`src/rtl/mul_div_exec_unit.sv`:
```
// ----------------------------------------------------------------------------
// mul_div_exec_unit
//
// RV32M execution unit fed by the mul/div reservation queue. One operation is
// in flight at a time. Multiplies (MUL/MULH/MULHSU/MULHU) complete after a fixed
// MUL_LAT cycles in the MUL state. Divides (DIV/DIVU/REM/REMU) run a radix-2
// restoring divider for 32 cycles; divide-by-zero and signed overflow resolve
// at issue and skip the divider. Results are published on the CDB through a
// request/grant handshake. If the destination tag is not valid, the unit only
// retires the op.
//
// Ports
//   clk           clock
//   rst           synchronous reset, active low
//   issue_valid   queue presents a ready entry (sampled only in IDLE)
//   op1_data      rs1 value
//   op2_data      rs2 value
//   funct3        RV32M funct3
//   rd_tag        destination tag
//   rd_tag_valid  destination tag valid
//   ex_done       1-cycle pulse: op retired, queue may drop its entry
//   busy          unit not in IDLE
//   cdb_req       CDB slot request (DONE with a valid tag)
//   cdb_grant     arbiter grant, same cycle
//   cdb_valid     CDB publish strobe
//   cdb_tag       published tag (0 when cdb_valid=0)
//   cdb_data      published result (0 when cdb_valid=0)
// ----------------------------------------------------------------------------
module mul_div_exec_unit #(
    parameter int MUL_LAT = 3,
    parameter int XLEN    = 32
) (
    input  logic            clk,
    input  logic            rst,
    input  logic            issue_valid,
    input  logic [XLEN-1:0] op1_data,
    input  logic [XLEN-1:0] op2_data,
    input  logic [2:0]      funct3,
    input  logic [5:0]      rd_tag,
    input  logic            rd_tag_valid,
    output logic            ex_done,
    output logic            busy,
    output logic            cdb_req,
    input  logic            cdb_grant,
    output logic            cdb_valid,
    output logic [5:0]      cdb_tag,
    output logic [XLEN-1:0] cdb_data
);

    typedef enum logic [1:0] {
        S_IDLE = 2'd0,
        S_MUL  = 2'd1,
        S_DIV  = 2'd2,
        S_DONE = 2'd3
    } state_t;

    state_t r_state;
    state_t w_next;

    logic [XLEN-1:0] r_op1;
    logic [XLEN-1:0] r_op2;
    logic [1:0]      r_f3;         // funct3[2] only selects the path; low bits pick the variant
    logic [5:0]      r_tag;
    logic            r_tag_valid;
    logic [4:0]      r_cnt;
    logic [XLEN-1:0] r_rem;
    logic [XLEN-1:0] r_quo;        // holds the dividend magnitude, shifted out as quotient bits come in
    logic [XLEN-1:0] r_dvs;
    logic            r_neg_q;
    logic            r_neg_r;
    logic [XLEN-1:0] r_result;

    // ------------------------------------------------------------------------
    // Issue-time decode (operates on the queue's operands)
    // ------------------------------------------------------------------------
    logic            w_issue_div;
    logic            w_issue_signed;
    logic            w_div_by_zero;
    logic            w_div_ovf;
    logic            w_special;
    logic [XLEN-1:0] w_special_res;
    logic            w_op1_neg;
    logic            w_op2_neg;
    logic [XLEN-1:0] w_op1_mag;
    logic [XLEN-1:0] w_op2_mag;

    assign w_issue_div    = funct3[2];
    assign w_issue_signed = ~funct3[0];
    assign w_div_by_zero  = (op2_data == '0);
    assign w_div_ovf      = w_issue_signed && (op1_data == {1'b1, {(XLEN-1){1'b0}}})
                            && (op2_data == '1);
    assign w_special      = w_issue_div && (w_div_by_zero || w_div_ovf);

    // REM variants: op1 on /0, 0 on overflow. DIV variants: all ones on /0,
    // the most negative value on overflow.
    always_comb begin
        if (funct3[1]) begin
            w_special_res = w_div_by_zero ? op1_data : '0;
        end else begin
            w_special_res = w_div_by_zero ? '1 : {1'b1, {(XLEN-1){1'b0}}};
        end
    end

    assign w_op1_neg = w_issue_signed && op1_data[XLEN-1];
    assign w_op2_neg = w_issue_signed && op2_data[XLEN-1];
    assign w_op1_mag = w_op1_neg ? (~op1_data + 1'b1) : op1_data;
    assign w_op2_mag = w_op2_neg ? (~op2_data + 1'b1) : op2_data;

    // ------------------------------------------------------------------------
    // Multiplier: operands are held for the whole MUL stay, so the product
    // has MUL_LAT cycles to settle before it is captured on the last one.
    // Extended operands are 33-bit; the true product always fits in 64 bits
    // (the two top bits of the full 66-bit result are sign copies).
    // ------------------------------------------------------------------------
    logic signed [XLEN:0]     w_mul_a;
    logic signed [XLEN:0]     w_mul_b;
    logic signed [2*XLEN-1:0] w_prod;
    logic [XLEN-1:0]          w_mul_res;

    assign w_mul_a   = {((r_f3 == 2'b01) || (r_f3 == 2'b10)) && r_op1[XLEN-1], r_op1};
    assign w_mul_b   = {(r_f3 == 2'b01) && r_op2[XLEN-1], r_op2};
    assign w_prod    = w_mul_a * w_mul_b;
    assign w_mul_res = (r_f3 == 2'b00) ? w_prod[XLEN-1:0] : w_prod[2*XLEN-1:XLEN];

    // ------------------------------------------------------------------------
    // Restoring divider step: one quotient bit per cycle
    // ------------------------------------------------------------------------
    logic [XLEN:0]   w_shift;
    logic [XLEN:0]   w_diff;
    logic            w_fits;
    logic [XLEN-1:0] w_rem_nx;
    logic [XLEN-1:0] w_quo_nx;
    logic [XLEN-1:0] w_q_fix;
    logic [XLEN-1:0] w_r_fix;
    logic [XLEN-1:0] w_div_res;

    assign w_shift   = {r_rem, r_quo[XLEN-1]};
    assign w_diff    = w_shift - {1'b0, r_dvs};
    assign w_fits    = ~w_diff[XLEN];
    assign w_rem_nx  = w_fits ? w_diff[XLEN-1:0] : w_shift[XLEN-1:0];
    assign w_quo_nx  = {r_quo[XLEN-2:0], w_fits};
    // Sign fixup applied to the final step's values on the DIV->DONE edge
    assign w_q_fix   = r_neg_q ? (~w_quo_nx + 1'b1) : w_quo_nx;
    assign w_r_fix   = r_neg_r ? (~w_rem_nx + 1'b1) : w_rem_nx;
    assign w_div_res = r_f3[1] ? w_r_fix : w_q_fix;

    // ------------------------------------------------------------------------
    // FSM state register
    // ------------------------------------------------------------------------
    always_ff @(posedge clk) begin
        if (!rst) begin
            r_state <= S_IDLE;
        end else begin
            r_state <= w_next;
        end
    end

    // ------------------------------------------------------------------------
    // FSM next state and outputs. Handshake outputs are qualified by rst so a
    // reset cycle never retires or publishes the op being discarded.
    // ------------------------------------------------------------------------
    always_comb begin
        w_next    = r_state;
        ex_done   = 1'b0;
        cdb_req   = 1'b0;
        cdb_valid = 1'b0;
        cdb_tag   = '0;
        cdb_data  = '0;
        busy      = (r_state != S_IDLE);

        case (r_state)
            S_IDLE: begin
                if (issue_valid) begin
                    if (!w_issue_div) begin
                        w_next = S_MUL;
                    end else if (w_special) begin
                        w_next = S_DONE;
                    end else begin
                        w_next = S_DIV;
                    end
                end
            end
            S_MUL: begin
                if (r_cnt == '0) begin
                    w_next = S_DONE;
                end
            end
            S_DIV: begin
                if (r_cnt == '0) begin
                    w_next = S_DONE;
                end
            end
            S_DONE: begin
                if (r_tag_valid) begin
                    cdb_req = rst;
                    if (cdb_grant) begin
                        cdb_valid = rst;
                        ex_done   = rst;
                        w_next    = S_IDLE;
                    end
                end else begin
                    ex_done = rst;
                    w_next  = S_IDLE;
                end
            end
            default: begin
                w_next = S_IDLE;
            end
        endcase

        if (cdb_valid) begin
            cdb_tag  = r_tag;
            cdb_data = r_result;
        end
    end

    // ------------------------------------------------------------------------
    // Datapath registers
    // ------------------------------------------------------------------------
    always_ff @(posedge clk) begin
        if (!rst) begin
            r_op1       <= '0;
            r_op2       <= '0;
            r_f3        <= '0;
            r_tag       <= '0;
            r_tag_valid <= 1'b0;
            r_cnt       <= '0;
            r_rem       <= '0;
            r_quo       <= '0;
            r_dvs       <= '0;
            r_neg_q     <= 1'b0;
            r_neg_r     <= 1'b0;
            r_result    <= '0;
        end else begin
            case (r_state)
                S_IDLE: begin
                    if (issue_valid) begin
                        r_op1       <= op1_data;
                        r_op2       <= op2_data;
                        r_f3        <= funct3[1:0];
                        r_tag       <= rd_tag;
                        r_tag_valid <= rd_tag_valid;
                        r_neg_q     <= w_op1_neg ^ w_op2_neg;
                        r_neg_r     <= w_op1_neg;
                        r_rem       <= '0;
                        r_quo       <= w_op1_mag;
                        r_dvs       <= w_op2_mag;
                        r_cnt       <= w_issue_div ? 5'd31 : 5'(MUL_LAT - 1);
                        r_result    <= w_special ? w_special_res : '0;
                    end
                end
                S_MUL: begin
                    r_cnt <= r_cnt - 1'b1;
                    if (r_cnt == '0) begin
                        r_result <= w_mul_res;
                    end
                end
                S_DIV: begin
                    r_rem <= w_rem_nx;
                    r_quo <= w_quo_nx;
                    r_cnt <= r_cnt - 1'b1;
                    if (r_cnt == '0) begin
                        r_result <= w_div_res;
                    end
                end
                default: begin
                end
            endcase
        end
    end

endmodule

```
`config.mk`:
```
export PLATFORM = sky130hd
export DESIGN_NAME = mul_div_exec_unit
export DESIGN_NICKNAME = d
export VERILOG_FILES = /design/src/rtl/mul_div_exec_unit.sv
export SDC_FILE = /design/constraint.sdc
export NUM_CORES = 2
export LEC_CHECK = 0
export CELL_PAD_IN_SITES_DETAIL_PLACEMENT = 1
export CELL_PAD_IN_SITES_GLOBAL_PLACEMENT = 1
export CORE_UTILIZATION = 25
export CTS_CLUSTER_DIAMETER = 30
export DETAILED_ROUTE_END_ITERATION = 16
export PLACE_DENSITY_LB_ADDON = 0.1
export SYNTH_ARGS = -nofsm -noshare
export SYNTH_HDL_FRONTEND = slang
export SYNTH_SLANG_ARGS = --single-unit
```
`constraint.sdc`:
```
create_clock -name clk -period 10.3 [get_ports clk]
set_clock_uncertainty 0.05 [all_clocks]
set_input_delay 1.545 -clock clk [delete_from_list [all_inputs] [get_ports clk]]
set_output_delay 1.545 -clock clk [all_outputs]
set_load 0.02 [all_outputs]
```
# Word-level counts from Yosys, hierarchy flattened
# Cells that the tools add are included.
# op_classes
n_addsub,6
mul,1
eq_ne,12
mux,38
bitwise_logic,7
n_reduce_logical,23
# op_table
cell,n
2-to-1 mux 32 bit,16
"adder 32 x 1 -> 32 bit, second input constant",4
inverter 32 bit,4
one-hot mux 32 bit (2 select lines),2
one-hot mux 32 bit (3 select lines),1
"equality test 32 bit, second input constant",2
multiplier 33 x 33 -> 64 bit,1
subtractor 33 x 32 -> 33 bit,1
zero test 32 bit,1
2-to-1 mux 31 bit,1
2-to-1 mux 2 bit,5
2-to-1 mux 5 bit,2
one-hot mux 5 bit (2 select lines),1
2-to-1 mux 1 bit,8
logical AND 1 bit,7
"equality test 2 bit, second input constant",3
2-to-1 mux 6 bit,1
"inequality test 2 bit, second input constant",3
one-hot mux 2 bit (3 select lines),1
AND reduction 2 bit,3
nonzero test 2 bit,3
zero test 5 bit,1
"subtractor 5 x 1 -> 5 bit, second input constant",1
"equality test 2 x 1 -> 1 bit, second input constant",2
10 further kinds,13
# totals
reg_bits,210
inputBits,78
out_inout_bits,42
elab_cells,100

# Depth between registers and ports, before layout
# logic_depth
depth_word,9
mapped_depth,35
ltp_nobuf,32

# Worst setup path after synthesis
# No wires, ideal clock.
# synth_path
path_type,register to register
startpoint,register r_f3[1]
endpoint,register r_result[31]
setup_time_ns,0.124
arrival_ns,8.592
t_required_ns,10.126
setup_slack_ns,1.534
stages_incl_launch_ff,33
path_buffers,3
period_less_slack_ns,8.766
cell_sequence,dfxtp_1 -> inv_1 -> clkbuf_1 -> ha_1 -> and2_0 -> clkbuf_1 -> nand2_1 -> inv_1 -> fa_1 -> inv_1 -> fa_1 -> inv_1 -> fa_1 -> fa_1 -> inv_1 -> fa_1 -> inv_1 -> fa_1 -> inv_1 -> fa_1 -> fa_1 -> inv_1 -> ha_1 -> clkbuf_1 -> nand2_1 -> nor4_1 -> o211ai_1 -> a31o_2 -> o21ai_0 -> a21o_1 -> a21oi_1 -> a211oi_1 -> o22ai_1
# synth_between
elab_chain_cells,7
elab_cells_between_ends,12
classes_between,mul: 1; eq/ne: 2; mux: 5; reduce/logical: 4
# synth_rtl
element,line_no,source
start: declaration,62,logic [1:0] r_f3;
start signal: assignment,240,r_f3 <= funct3[1:0];
equality test 2 x 1 -> 1 bit / equality test 2 bit (equally long branches),"120, 121",
logical OR 1 bit,120,"assign w_mul_a = {((r_f3 == 2'b01) || (r_f3 == 2'b10)) && r_op1[XLEN-1], r_op1};"
logical AND 1 bit,120,
multiplier 33 x 33 -> 64 bit,122,assign w_prod = w_mul_a * w_mul_b;
2-to-1 mux 32 bit,123,assign w_mul_res = (r_f3 == 2'b00) ? w_prod[XLEN-1:0] : w_prod[2*XLEN-1:XLEN];
2-to-1 mux 32 bit,254,if (r_cnt == '0) begin
one-hot mux 32 bit (3 select lines) *,235,case (r_state)
end signal: assignment,249,r_result <= w_special ? w_special_res : '0;
end signal: assignment,255,r_result <= w_mul_res;
end signal: assignment,263,r_result <= w_div_res;
end: declaration,71,logic [XLEN-1:0] r_result;
# Every way passes the cells marked *; elsewhere a longest branch is shown, timed or not. The select of a mux whose other input is x is not followed.
# A chain may end at the register's enable or synchronous reset.

# Worst setup path after layout
# layout_path
startpoint,register r_f3[0]
endpoint,register r_result[31]
# layout_between
elab_chain_cells,7
elab_cells_between_ends,10
classes_between,mul: 1; eq/ne: 2; mux: 3; reduce/logical: 4
# layout_rtl
element,line_no
equality test 2 x 1 -> 1 bit / equality test 2 bit (equally long branches),"120, 121"
logical OR 1 bit,120
logical AND 1 bit,120
multiplier 33 x 33 -> 64 bit,122
2-to-1 mux 32 bit *,123
2-to-1 mux 32 bit *,254
one-hot mux 32 bit (3 select lines) *,235
# Marks and branches as above.

==> reports/results.md <==
Routing
- 43,200 — routed vias
- 1,967 — Iter 0 DRT Violations
- 4.67 — DR vias/cell
- 23.3 um — routed length per instance
- 0 — number of nets with antenna violations after routing
- 5 — first drt pass iteration count
- 0 — DRC violation count after routing
- 215,000 um — total routed wirelength

Outcome
- completed — result of the run

Die
- 463 um — Die X-Extent
- 120 — I/O pin cnt
- 168 — Placement Rows
- 463 um — die boundary height
- 215,000 um2 — overall die area
- 211,000 um2 — total core area
- 25.3% — initial standard-cell utilization of the core

STA
- 0.872 ns — Final Worst Setup Slack
- 21.2% — Rel. slew slack
- 9.43 ns — post-layout minimum cycle time
- 1.18 ns — slew at the pin with the worst max-slew slack
- 0 — total count of hold-check failures in the final report
- no — RSZ-0062 raised after global routing
- 0 — number of pins exceeding their max-slew limit in the final report
- 91.5% — Period Utilization, post-route
- 0 ns — setup TNS
- 0 — number of setup violations in the final report
- 106 MHz — highest clock frequency the design can meet

Synth
- 209 — flip-flop and latch count after synthesis
- 0% — share of flip-flops with an asynchronous set or reset after synthesis
- 6,408 — Post-Syn Instances
- sky130_fd_sc_hd__dfxtp_1 — Post-synth top flop
- 8.31 um2 — Post-Syn Area per Cell
- 7,870 — total nets after synthesis
- 7.86% — portion of the post-synthesis area used by sequential elements
- 97 — post-synth cell types
- 0 — number of flops mapped to enable cells by yosys
- 0 — number of synthesis warnings
- 53,200 um2 — area of the mapped netlist

Finish
- 5.71% — fraction of layout cells with a size suffix above 1
- 24,800 — fill cell total of the finished layout
- 28.8% — fraction of the core area covered by cells at the end of the flow
- 9,254 — number of cells in the finished layout apart from fillers
- 13.8% — area overhead of the layout relative to synthesis
- 42,800 um2 — area of the multi-input gates
- 60,600 um2 — Final Instance Area
- 7,839 — count of nets after finishing
- 4190 um2 — area occupied by registers

Worst setup path
- sky130_fd_sc_hd__fa_1 — worst-path cell with the longest stage delay
- 10.77 ns — worst endpoint required time
- register — startpoint class of the critical path
- 9 — Crit Path Max Fanout
- register — kind of end point of the critical path
- 0.66 ns — Worst path max stage delay
- reg -> reg — critical path class
- 9.90 ns — Arr. time, crit path

CTS
- 209 — number of sinks handled by clock tree synthesis
- sky130_fd_sc_hd__clkbuf_16 — CTS root buf
- 0 — post-CTS setup buffer count
- 0.04 ns — clock transition at the register clock pins on the worst setup and hold paths after CTS
- 3 — H-tree Lvls
- 3 — maximum count of clock buffers along a single path
- done — CTS tree
- 0.65 ns — clock insertion delay at the later pin of the skew report
- 83 — number of clock buffers inserted by TritonCTS
- 0 — number of gates resized after CTS
- 0 — hold-fix buffer count after cts

GRT
- 86 — pin count of the biggest net entering global routing
- 20.3% — global-route total usage across every layer
- 0 — Overflow after GRT
- 48,400 — via count of the first global-routing pass
- 13 — initial antenna violation count
- 328,000 um — wire length of the first global-routing pass

Placed design
- 0.786 ns — post-placement worst setup slack
- 9,097 — total instance count after detailed placement
- 0.831 — routability congestion estimate
- 179,000 um — detailed-placement wirelength estimate
- 119 — number of buffers added on ports
- 57,700 um2 — Placement Cell Area

Pwr
- 0.170 mV — Max rail drop VDD
- 27.0 nW — Leak Pwr
- 161 nW/um2 — total power per unit cell area

Min path
- reg -> reg — type of the worst min-delay path

Flow run
- 0 — Max Cap Viol

per-stage QoR:
step                hold slack (ns)  total power, mW
floorplan                     0.382             4.76
global placement              0.390             7.36
detailed placement            0.397             7.36
CTS                           0.404             9.95
global route                  0.427             10.5
finish                        0.402             9.74
cells in the final DEF (no fill, tap or decap), drive strengths merged, types with 31 or more instances in the layout:
cell type / count
xor2: 59
nand2b: 39
a31oi: 35
nor3: 53
and2: 289
clkbuf: 128
ha: 258
dfxtp: 209
and3: 71
xnor2: 127
mux2i: 31
clkdlybuf4s50: 118
inv: 1265
nor2: 237
nand3: 52
buf: 159
o211a: 31
fa: 1126
a21oi: 273
nand2: 1180
a21o: 61
o21ai: 197
worst paths after layout:
kind         slack (ns)      endpoint  startpoint  cells past startpoint
min reg2reg        0.40      r_tag[0]    r_tag[0]                      2
max                0.87  r_result[31]     r_f3[0]                     32
max reg2reg        0.87  r_result[31]     r_f3[0]                     32
min                0.40      r_tag[0]    r_tag[0]                      2
registers in the layout, summed over array words and instances (netlist names):
| name | cells |
|---|---|
| r_f3 | 2 |
| r_neg_q | 1 |
| r_state | 2 |
| r_dvs | 31 |
| r_neg_r | 1 |
| r_result | 32 |
| r_quo | 32 |
| r_cnt | 5 |
| r_op1 | 32 |
| r_op2 | 32 |
| r_rem | 32 |
| r_tag_valid | 1 |
| r_tag | 6 |
final cells by class:
class	count	share of cell area, %
inverters	1264	7.85
clock buffers	128	4.23
clock inverters	22	0.417
multi-input cells	4542	70.7
well taps	2805	5.80
diodes	7	0.0289
repair buffers	277	4.02
flip-flops and latches	209	6.93
Yosys cell counts (12+ instances only):
master / instances / area (um2)
sky130_fd_sc_hd__o211a_1: 31 / 310
sky130_fd_sc_hd__o21a_1: 25 / 188
sky130_fd_sc_hd__o21bai_1: 19 / 143
sky130_fd_sc_hd__nor2b_1: 17 / 106
sky130_fd_sc_hd__fa_1: 1126 / 22500
sky130_fd_sc_hd__nand4_1: 30 / 188
sky130_fd_sc_hd__a211oi_1: 23 / 173
sky130_fd_sc_hd__and2_1: 288 / 1800
sky130_fd_sc_hd__a31oi_1: 35 / 219
sky130_fd_sc_hd__ha_1: 258 / 3230
sky130_fd_sc_hd__nand2_1: 1180 / 4430
sky130_fd_sc_hd__or4_1: 14 / 105
sky130_fd_sc_hd__mux2i_1: 31 / 310
sky130_fd_sc_hd__nor3_1: 49 / 245
sky130_fd_sc_hd__inv_1: 1261 / 4730
sky130_fd_sc_hd__o31ai_1: 23 / 173
sky130_fd_sc_hd__or3_1: 19 / 119
sky130_fd_sc_hd__nor2_1: 236 / 886
sky130_fd_sc_hd__nor4_1: 16 / 100
sky130_fd_sc_hd__xnor2_1: 127 / 1110
sky130_fd_sc_hd__dfxtp_1: 209 / 4180
sky130_fd_sc_hd__o21ai_0: 179 / 896
sky130_fd_sc_hd__a21oi_1: 273 / 1370
sky130_fd_sc_hd__or2_2: 24 / 150
sky130_fd_sc_hd__nand3_1: 51 / 255
sky130_fd_sc_hd__clkbuf_1: 382 / 1430
sky130_fd_sc_hd__nand2b_1: 39 / 244
sky130_fd_sc_hd__o211ai_1: 26 / 195
sky130_fd_sc_hd__o41ai_1: 12 / 105
sky130_fd_sc_hd__xor2_1: 59 / 517
sky130_fd_sc_hd__o21ai_1: 18 / 90.1
sky130_fd_sc_hd__and3_1: 71 / 444
sky130_fd_sc_hd__a21o_1: 61 / 458
sky130_fd_sc_hd__a22oi_1: 13 / 97.6
worst max-delay path, delay by kind of cell, from the launching register on:
family | cells | cell delay, ns
fa+ha+maj | 10 | 4.99
flops | 1 | 0.34
compound gates | 11 | 2.45
simple gates | 3 | 0.82
buf+inv | 8 | 0.60
cell families after synthesis:
group,synth area share (%)
adder cells (fa/ha/maj),48.4
XOR/XNOR,3.06
AND/OR/NAND/NOR,17.9
multiplexers,0.837
flip-flops,7.86
buffers and inverters,11.7
AO/OA/AOI/OAI,10.2
routing by layer:
layer	vias up	wire length, um	GRT usage (%)
li1	19500	-	-
met1	22800	100000	27.9
met2	613	105000	34.9
met3	175	5960	1.71
met4	2	3760	3.53
met5	-	13	0
report_power, final:
| part | internal, mW | total (mW) | leakage (nW) | switching, mW |
|---|---|---|---|---|
| Combinational | 1.90 | 5.93 | 23.9 | 4.04 |
| Sequential | 0.990 | 1.33 | 1.72 | 0.335 |
| Clock | 1.74 | 2.49 | 1.39 | 0.750 |
(Power assumes the default switching activity.)
